$ cat config.mk
export PLATFORM = sky130hd
export DESIGN_NAME = spi_chain_master
export DESIGN_NICKNAME = d
export VERILOG_FILES = /design/src/rtl/spi_chain_master.sv
export SDC_FILE = /design/constraint.sdc
export NUM_CORES = 1
export LEC_CHECK = 0
export ABC_AREA = 1
export ABC_CLOCK_PERIOD_IN_PS = 1450
export CAP_MARGIN = 40
export CORE_MARGIN = 10
export CORE_UTILIZATION = 54
export CTS_BUF_LIST = sky130_fd_sc_hd__clkbuf_16
export DETAILED_ROUTE_END_ITERATION = 10
export PLACE_DENSITY = 0.79
export SLEW_MARGIN = 15
export SYNTH_ARGS = -nofsm -noshare
export SYNTH_HDL_FRONTEND = slang
export SYNTH_SLANG_ARGS = --single-unit
$ cat constraint.sdc
create_clock -name iCLK -period 1.45 [get_ports iCLK]
set_input_delay 0.29 -clock iCLK [delete_from_list [all_inputs] [get_ports iCLK]]
set_output_delay 0.29 -clock iCLK [all_outputs]
set_load 0.03 [all_outputs]
$ cat src/rtl/spi_chain_master.sv
// rtl/spi_chain_master.sv - byte-stream SPI master, mode 0, MSB first, frames delimited by iTX_LAST
// Optional feature: SPI_LOOPBACK_EN adds iLOOPBACK to sample MOSI instead of MISO.
module spi_chain_master #(
    parameter int CLK_DIV = 4,
    parameter int CS_HOLD = 2
) (
    input  logic       iCLK,
    input  logic       iRESETn,
    input  logic [7:0] iTX_DATA,
    input  logic       iTX_VALID,
    input  logic       iTX_LAST,
    output logic       oTX_READY,
    output logic [7:0] oRX_DATA,
    output logic       oRX_VALID,
    output logic       oBUSY,
    output logic       oSPI_SCLK,
    output logic       oSPI_MOSI,
    output logic       oSPI_CSn,
    input  logic       iSPI_MISO
`ifdef SPI_LOOPBACK_EN
    ,
    input  logic       iLOOPBACK
`endif
);

    localparam int DIV_W  = $clog2(CLK_DIV + 1);
    localparam int HOLD_W = $clog2(CS_HOLD + 1);
    localparam logic [DIV_W-1:0]  DIV_LAST  = DIV_W'(CLK_DIV - 1);
    localparam logic [HOLD_W-1:0] HOLD_LAST = HOLD_W'(CS_HOLD - 1);

    typedef enum logic [2:0] {IDLE, SETUP, SHIFT, GAP, TAIL, HOLD} state_t;

    state_t            state;
    logic [DIV_W-1:0]  divCnt;
    logic [HOLD_W-1:0] holdCnt;
    logic [3:0]        bitCnt;
    logic [7:0]        shTx;
    logic [7:0]        shRx;
    logic              lastLatched;
    logic              accept;
    logic              divEnd;
    logic              rxBit;

    assign accept = iTX_VALID & oTX_READY;
    assign divEnd = (divCnt == DIV_LAST);

`ifdef SPI_LOOPBACK_EN
    assign rxBit = iLOOPBACK ? oSPI_MOSI : iSPI_MISO;
`else
    assign rxBit = iSPI_MISO;
`endif

    always_ff @(posedge iCLK or negedge iRESETn) begin
        if (!iRESETn) begin
            state       <= IDLE;
            divCnt      <= '0;
            holdCnt     <= '0;
            bitCnt      <= '0;
            shTx        <= '0;
            shRx        <= '0;
            lastLatched <= 1'b0;
            oTX_READY   <= 1'b0;
            oRX_DATA    <= 8'h00;
            oRX_VALID   <= 1'b0;
            oBUSY       <= 1'b0;
            oSPI_SCLK   <= 1'b0;
            oSPI_MOSI   <= 1'b0;
            oSPI_CSn    <= 1'b1;
        end else begin
            oRX_VALID <= 1'b0;
            case (state)
                IDLE: begin
                    oSPI_CSn  <= 1'b1;
                    oSPI_SCLK <= 1'b0;
                    if (accept) begin
                        shTx        <= {iTX_DATA[6:0], 1'b0};
                        oSPI_MOSI   <= iTX_DATA[7];
                        lastLatched <= iTX_LAST;
                        oSPI_CSn    <= 1'b0;
                        oTX_READY   <= 1'b0;
                        oBUSY       <= 1'b1;
                        divCnt      <= '0;
                        bitCnt      <= '0;
                        state       <= SETUP;
                    end else begin
                        oTX_READY <= 1'b1;
                    end
                end
                SETUP: begin
                    divCnt <= divEnd ? '0 : divCnt + 1'b1;
                    if (divEnd) state <= SHIFT;
                end
                SHIFT: begin
                    if (divEnd) begin
                        divCnt    <= '0;
                        oSPI_SCLK <= ~oSPI_SCLK;
                        bitCnt    <= bitCnt + 4'd1;
                        // SCLK currently low: this edge rises, so capture the slave bit
                        if (!oSPI_SCLK) begin
                            shRx <= {shRx[6:0], rxBit};
                        end else if (bitCnt == 4'd15) begin
                            oRX_DATA  <= shRx;
                            oRX_VALID <= 1'b1;
                            oTX_READY <= ~lastLatched;
                            bitCnt    <= '0;
                            state     <= GAP;
                        end else begin
                            oSPI_MOSI <= shTx[7];
                            shTx      <= {shTx[6:0], 1'b0};
                        end
                    end else begin
                        divCnt <= divCnt + 1'b1;
                    end
                end
                GAP: begin
                    if (lastLatched) begin
                        divCnt <= '0;
                        state  <= TAIL;
                    end else if (accept) begin
                        shTx        <= {iTX_DATA[6:0], 1'b0};
                        oSPI_MOSI   <= iTX_DATA[7];
                        lastLatched <= iTX_LAST;
                        oTX_READY   <= 1'b0;
                        divCnt      <= '0;
                        bitCnt      <= '0;
                        state       <= SETUP;
                    end
                end
                TAIL: begin
                    if (divEnd) begin
                        divCnt   <= '0;
                        holdCnt  <= '0;
                        oSPI_CSn <= 1'b1;
                        state    <= HOLD;
                    end else begin
                        divCnt <= divCnt + 1'b1;
                    end
                end
                HOLD: begin
                    if (holdCnt == HOLD_LAST) begin
                        holdCnt   <= '0;
                        oTX_READY <= 1'b1;
                        oBUSY     <= 1'b0;
                        state     <= IDLE;
                    end else begin
                        holdCnt <= holdCnt + 1'b1;
                    end
                end
                default: state <= IDLE;
            endcase
        end
    end

endmodule

* Yosys cells after proc, flatten, opt, wreduce, memory -nomap -nowiden
Cells that the tools add are included.
** Storage, ports and cells
- Bits in latches :: 0
- Bits in writable memories :: 0
- Memories :: 0
- Register bits :: 43
- ROM bits :: 0
** Cells by class
- Multiply operators :: 0
- Multiplexer cells :: 57
- Reductions and logical operators :: 21
- Eq/ne operators :: 18
- Shift-type cells :: 0
- Divide/modulo/power cells :: 0
- $lt $le $gt $ge :: 0
- Add/sub/neg operators :: 3
- Bitwise operators :: 3
** Operators with widths (number)
- 8-bit two-way mux :: 5
- 3-bit two-way mux :: 11
- 8-bit case mux with 3 select lines :: 1
- 1-bit two-way mux :: 23
- 4-bit two-way mux :: 5
- 2-bit != test, second input constant :: 10
- 3-bit case mux with 6 select lines :: 1
- 4-bit case mux with 3 select lines :: 1
- 2-bit nonzero test :: 5
- 3-bit by 2-bit == test with 1-bit output, second input constant :: 3
- 3-bit case mux with 3 select lines :: 1
- 3-bit AND reduction :: 3
- 1-bit case mux with 2 select lines :: 4
- 2-bit AND reduction :: 4
- 7-bit AND reduction :: 1
- 3-bit == test, second input constant :: 2
- 6-bit AND reduction :: 1
- 3-bit nonzero test :: 2
- 5-bit AND reduction :: 1
- 4-bit by 1-bit adder with 4-bit output, second input constant :: 1
- 4-bit == test, second input constant :: 1
- 2-bit two-way mux :: 2
- 1-bit case mux with 4 select lines :: 1
- 2-bit case mux with 2 select lines :: 1
- 11 further kinds :: 12

* Depth between registers and ports, before layout
Gate-level depths: netlist (run 1).
- Depth in word-level cells :: 5
- Depth in mapped cells :: 9
- Mapped depth without buffers :: 9

* Worst setup path after synthesis (run 1)
Ideal clock, no wire load.
- Kind :: register -> register
- Start :: register oTX_READY
- End :: register oSPI_MOSI
- Required time :: 1.332 ns
- Library setup time :: 0.118 ns
- Path slack :: 0.108 ns
- Data arrival time :: 1.224 ns
- Stages on the path, launching flop included :: 8
- Period minus slack after synthesis :: 1.342 ns
- Cell sequence :: dfrtp_1 nand2_1 nand2_1 nand2_1 nor2_4 nand2_2 nand2_1 nand2_1
** Between the ends
- Cells in the longest elaborated chain, start to end :: 4
** Ends and longest elaborated chain
- start, declared :: line 12 : output logic oTX_READY,
- start signal, assigned :: line 104 : oTX_READY <= ~lastLatched;
- 1-bit bitwise AND (*) :: line 44 : assign accept = iTX_VALID & oTX_READY;
- 1-bit two-way mux (*)
- 1-bit two-way mux
- 1-bit case mux with 3 select lines (*)
- end signal, assigned :: line 77 : oSPI_MOSI <= iTX_DATA[7];
- end signal, assigned :: line 108 : oSPI_MOSI <= shTx[7];
- end signal, assigned :: line 121 : oSPI_MOSI <= iTX_DATA[7];
- end, declared :: line 17 : output logic oSPI_MOSI,
Every way passes the cells marked *; elsewhere a longest branch is shown, timed or not. The select of a mux whose other input is x is not followed.
A chain may end at the register's enable or synchronous reset.

* Worst setup path in the final report (run 1)
- Start :: register bitCnt[1]
- End :: register oTX_READY
** Between the ends
- Cells in the longest elaborated chain, start to end :: 3
** Ends and longest elaborated chain
- start, declared :: line 36 : logic [3:0] bitCnt;
- start signal, assigned :: line 97 : bitCnt <= bitCnt + 4'd1;
- 4-bit == test :: line 101 : end else if (bitCnt == 4'd15) begin
- 2-bit != test (no line)
- 7-bit AND reduction (no line)
Every way passes these cells.

==> results of run 1 <==
power breakdown:
group	internal, mW	switching, mW
clock network	0.630	0.431
logic	0.0388	0.0350
registers	1.17	0.000294
layer usage:
metal | GRT usage, % | part of all wire (%) | up-vias
met5 | 0 | 0 | -
met4 | 5.19 | 1.5 | 0
met3 | 4.53 | 5.8 | 6
met2 | 25.4 | 52 | 50
met1 | 15.9 | 40 | 844
li1 | - | - | 892
flip-flops by register name (all words and copies together), names as in the netlist, 2 cells and up:
name and flops:
bitCnt 4, divCnt 3, holdCnt 2, oRX_DATA 8
shRx 8, shTx 7, state 3
cell families (layout without fill, tap and decap cells):
| family | count (synthesis) | count (layout) | share of synthesized area (%) |
|---|---|---|---|
| buffers and inverters | 30 | 76 | 6.29 |
| AO/OA/AOI/OAI | 24 | 24 | 6.29 |
| adder cells (fa/ha/maj) | 2 | 2 | 1.25 |
| AND/OR/NAND/NOR | 156 | 156 | 32.9 |
| flip-flops | 42 | 42 | 52.4 |
| XOR/XNOR | 2 | 2 | 0.872 |
metrics by stage:
step           hold slack, ns  setup TNS, ns
3_3_place_gp            0.204         -0.474
4_1_cts                 0.450              0
3_5_place_dp            0.204          -1.03
5_1_grt                 0.474         -0.935
2_1_floorplan        -0.00559              0
6_report                0.441              0
Yosys cell counts (all sizes together):
library cell	n
buf	6
o21ai	19
nand2	112
o211ai	1
dfstp	1
dfrtp	41
ha	2
a21oi	4
nand3b	1
nor2	14
clkinv	1
nand3	29
inv	23
xnor2	1
xor2	1
worst register-to-register path, stage by stage, from the launching register on:
cell and delay (ns):
dfrtp_1 0.36, ha_2 0.21, nand3_2 0.10, nor2_4 0.18, nor2_2 0.10, nor2_4 0.19, nand2_1 0.09, nand2_1 0.07
nand2_1 0.05
repair_timing:
| item | CTS | global route |
|---|---|---|
| hold buffers | 1 | 0 |
| hold endpoints to repair | 11 | 0 |
| gates resized for setup | 18 | 16 |
| endpoints found under the setup margin | 22 | 33 |
| pin swaps | 0 | 3 |
| gates cloned | 0 | 1 |
| setup buffers | 0 | 3 |
path summary, 6_finish.rpt:
kind,slack [ns],start,endpoint,cells after the start
worst max-delay path,0.01,bitCnt[1]$_DFFE_PN0P_,oTX_READY$_DFFE_PN0P_,8
worst min-delay path,0.44,iRESETn,holdCnt[1]$_DFFE_PN0P_,2
worst max register to register,0.01,bitCnt[1]$_DFFE_PN0P_,oTX_READY$_DFFE_PN0P_,8
worst min register to register,0.47,divCnt[2]$_DFFE_PN0P_,divCnt[2]$_DFFE_PN0P_,2
max in group asynchronous,0.56,iRESETn,oTX_READY$_DFFE_PN0P_,3
min in group iCLK,0.47,divCnt[2]$_DFFE_PN0P_,divCnt[2]$_DFFE_PN0P_,2
cell type report:
cell class / instances / area, um^2
tap: 48 / 60.1
timing repair buffer: 44 / 388
fill: 299 / 1010
clock buffer: 5 / 125
sequential: 42 / 1050
clock inverter: 3 / 17.5
inverter: 24 / 90.1
multi-input combinational: 184 / 892
==> impl_metrics.json, run 1 <==
{
  "gp_congestion": 0.878,
  "grt_max_degree": 31,
  "p_total_mw": 2.31,
  "setup_viol": 0,
  "crit_fanout": 6,
  "pre_cts_ws_ns": -0.106,
  "cts_root_buffer": "clkbuf_16",
  "antenna_left": 0,
  "placed_cell_area_mm2": 0.00239,
  "grt_pass1_vias": 1766,
  "final_common_cell": "nand2_1",
  "synth_seq_cells": 42,
  "p_per_area_mw_per_mm2": 879,
  "routed_wl_mm": 4.64,
  "cts.htree.levels": 2,
  "cellLeakagePower_nw": 1.44,
  "grt_pass1_wl_mm": 7.49,
  "finalCritPeriodShare_pct": 99.1,
  "netlist_area_mm2": 0.00201,
  "wl_per_cell_um": 13.2,
  "via_per_inst": 5.12,
  "report.final.slew_viol_count": 0,
  "min_path_type": "in -> async",
  "fp.dieW_um": 81.0,
  "stdcell_area_mm2": 0.00263,
  "drive_above_1_share_pct": 17.9,
  "std_cell_rows": 22,
  "start_util_pct": 55.3,
  "fin_ws_ns": 0.0133,
  "area_delta_synth_final_pct": 30.8,
  "tightestPinTransition_ns": 0.321,
  "clock_sinks": 42,
  "synth_top_area_cell": "dfrtp_1",
  "fmax_ghz": 0.696,
  "synth_area_leaders": "dfrtp_1 51%, nand2_1 20%, nand3_1 7.0%, inv_1 3.9%, o21ai_0 2.5%",
  "utilization_pct": 72.3,
  "cts.clk_slew.worst_paths_ns": 0.06,
  "slowest_stage": "dfrtp_1",
  "clockBufferDepth": 2,
  "crit_type": "reg -> reg",
  "path_common_cell": "nand2_1",
  "fin_nets": 316,
  "worstPathCellList": "ha_2 -> nand3_2 -> nor2_4 -> nor2_2 -> nor2_4 -> nand2_1 -> nand2_1 -> nand2_1",
  "final_cells": 350,
  "syn-num-nets": 271,
  "gr-total-overflow": 0,
  "final_cell_mix": "106 x nand2_1, 39 x dfrtp_1, 25 x nand3_1",
  "max_stage_delay_ns": 0.36,
  "netlist_instances": 256,
  "drt_iter0_markers": 99,
  "relSlewSlack_pct": 78.4,
  "grt_use_total_pct": 14.4,
  "post-place-cells": 337,
  "finClkSkew_ns": 0.00486,
  "insertion_delay_ns": 0.28,
  "rsz0062_at_grt": "yes",
  "yosys_warnings": 0,
  "syn_area_per_cell_um2": 7.84,
  "dieArea_mm2": 0.00656,
  "via_count": 1792,
  "drt_drc_violations_left": 0,
  "cts_buffers": 5,
  "critPathRequiredTime_ns": 1.62,
  "die_y_um": 81.0,
  "synth-seq-area-share_pct": 52.4,
  "min_period_ns": 1.44,
  "finalHoldViolCount": 0,
  "antenna_found_initial": 0,
  "firstDrtPassIters": 4,
  "cp_num_buf_inv": 0,
  "synth_top_area_share_pct": 51.1,
  "synth.distinct_cells": 23,
  "endpoint_kind": "register",
  "outcome": "finished, final reports clean",
  "cts_tree": "done",
  "num_antenna_cells": 0,
  "core_mm2": 0.00363,
  "pin_count": 27,
  "crit_arrival_ns": 1.61,
  "start_kind": "register",
  "port_buffers": 26,
  "crit_family": "simple AND/OR/NAND/NOR gates",
  "peakVddDrop_v": 0.000658,
  "drv_cap": 0,
  "hpwl_mm": 3.24
}
Note: power is estimated with default switching activity, not from simulation.
==> run 2, diff against run 1 <==
- SLEW_MARGIN: 15 -> 20
==> results of run 2 <==
Final layout, timing and power as in run 1 (identical DEF).
==> run 3, diff against run 2 <==
- CAP_MARGIN: 40 -> 20
- CELL_PAD_IN_SITES_DETAIL_PLACEMENT: unset -> 1
- CELL_PAD_IN_SITES_GLOBAL_PLACEMENT: unset -> 2
- CORE_UTILIZATION: 54 -> 31
- PLACE_DENSITY: 0.79 -> unset
- PLACE_DENSITY_LB_ADDON: unset -> 0.1
- TNS_END_PERCENT: unset -> 20
==> impl_metrics.json, run 3 (synthesis gave the netlist of run 1 again) <==
{
  "worstPathCellList": "ha_4 -> nand2_2 -> nand3_1 -> nand2_2 -> nor2_4 -> buf_6 -> nand3_1 -> nand2_1",
  "rsz0062_at_grt": "yes",
  "cts.clk_slew.worst_paths_ns": 0.06,
  "die_y_um": 100,
  "dieArea_mm2": 0.0101,
  "cts.htree.levels": 2,
  "utilization_pct": 43.5,
  "critPathRequiredTime_ns": 1.67,
  "final_cells": 385,
  "clockBufferDepth": 2,
  "reg_top3": "oRX_DATA x8, shRx x8, shTx x7",
  "cts_buffers": 5,
  "area_delta_synth_final_pct": 36.8,
  "outcome": "finished, final reports clean",
  "fp.dieW_um": 100,
  "endpoint_kind": "register",
  "start_kind": "register",
  "gp_congestion": 0.804,
  "finClkSkew_ns": 0.00376,
  "core_mm2": 0.00631,
  "min_period_ns": 1.43,
  "post-place-cells": 372,
  "grt_max_degree": 24,
  "std_cell_rows": 29,
  "crit_type": "reg -> reg",
  "drive_above_1_share_pct": 19.8,
  "gr-total-overflow": 0,
  "via_per_inst": 4.57,
  "start_util_pct": 31.8,
  "drt_iter0_markers": 44,
  "crit_arrival_ns": 1.65,
  "wl_per_cell_um": 13.4,
  "final_common_cell": "nand2_1",
  "finalCritPeriodShare_pct": 98.7,
  "tightestPinTransition_ns": 0.417,
  "insertion_delay_ns": 0.28,
  "report.final.slew_viol_count": 0,
  "grt_use_total_pct": 10.4,
  "final_cell_mix": "102 x nand2_1, 39 x dfrtp_1, 26 x nand3_1",
  "max_stage_delay_ns": 0.41,
  "firstDrtPassIters": 4,
  "fin_nets": 322,
  "relSlewSlack_pct": 72.2,
  "cellLeakagePower_nw": 1.48,
  "min_path_type": "in -> async",
  "clock_sinks": 42,
  "fin_ws_ns": 0.0191,
  "slowest_stage": "dfrtp_1",
  "setup_viol": 0,
  "port_buffers": 26,
  "grt_pass1_wl_mm": 8.60,
  "hpwl_mm": 3.82,
  "cts_tree": "done",
  "antenna_left": 0,
  "antenna_found_initial": 0,
  "fmax_ghz": 0.699,
  "via_count": 1760,
  "peakVddDrop_v": 0.000424,
  "drv_cap": 0,
  "p_per_area_mw_per_mm2": 917,
  "routed_wl_mm": 5.15,
  "crit_fanout": 8,
  "stdcell_area_mm2": 0.00275,
  "pin_count": 27,
  "holdWs_ns": 0.471,
  "pre_cts_ws_ns": -0.128,
  "grt_pass1_vias": 1811,
  "cts_root_buffer": "clkbuf_16",
  "num_antenna_cells": 0,
  "drt_drc_violations_left": 0,
  "placed_cell_area_mm2": 0.00248,
  "finalHoldViolCount": 0
}
## run 3: report_power, final
part           switching [mW]  total [mW]  internal [mW]
sequential           0.000308        1.17           1.17
clock                   0.464        1.27          0.806
combinational          0.0369      0.0772         0.0404
## run 3: routing by layer
layer  GRT usage, %  vias up  wire length (um)
met5              0        -                 0
met4           3.59        0                64
met3           3.16        7               240
met2           17.1       21              2460
met1           12.5      828              2380
li1               -      904                 -
## run 3: cell type report
class                           count  area (um^2)
Inverter                           24         90.1
Multi-Input combinational cell    184          905
Clock inverter                      3         41.3
Sequential cell                    42         1050
Timing Repair Buffer               50          435
Clock buffer                        5          125
Fill cell                         775         3570
Tap cell                           77         96.3
## run 3: path summary, 6_finish.rpt
check / startpoint / endpoint / slack (ns) / cells after the start
max in group asynchronous: iRESETn / state[1]$_DFFE_PN0P_ / 0.51 / 3
worst min register to register: shTx[2]$_DFFE_PN0P_ / shTx[2]$_DFFE_PN0P_ / 0.47 / 2
worst max register to register: divCnt[1]$_DFFE_PN0P_ / shTx[6]$_DFFE_PN0P_ / 0.02 / 8
min in group iCLK: shTx[2]$_DFFE_PN0P_ / shTx[2]$_DFFE_PN0P_ / 0.47 / 2
worst max-delay path: divCnt[1]$_DFFE_PN0P_ / shTx[6]$_DFFE_PN0P_ / 0.02 / 8
worst min-delay path: iRESETn / bitCnt[0]$_DFFE_PN0P_ / 0.47 / 2
## run 3: timing repair
item	4_1_cts	5_1_grt
endpoints found under the hold margin	12	0
gates resized for setup	16	21
hold buffers	1	0
setup buffers	0	4
pin swaps	0	4
endpoints found under the setup margin	26	35
## run 3: critical path, delay by kind of cell, from the launching register on
| family | cells | cell delay [ns] |
|---|---|---|
| and+or+nand+nor | 6 | 0.61 |
| DFF | 1 | 0.41 |
| adders and majority gates | 1 | 0.18 |
| buffers and inverters | 1 | 0.16 |
## run 3: stage by stage
stage	power (mW)	TNS (ns)
6_report	2.52	0
5_1_grt	2.61	-1.73
4_1_cts	2.56	-0.0130
3_5_place_dp	1.27	-1.30
3_3_place_gp	1.27	-0.923
2_1_floorplan	1.21	0
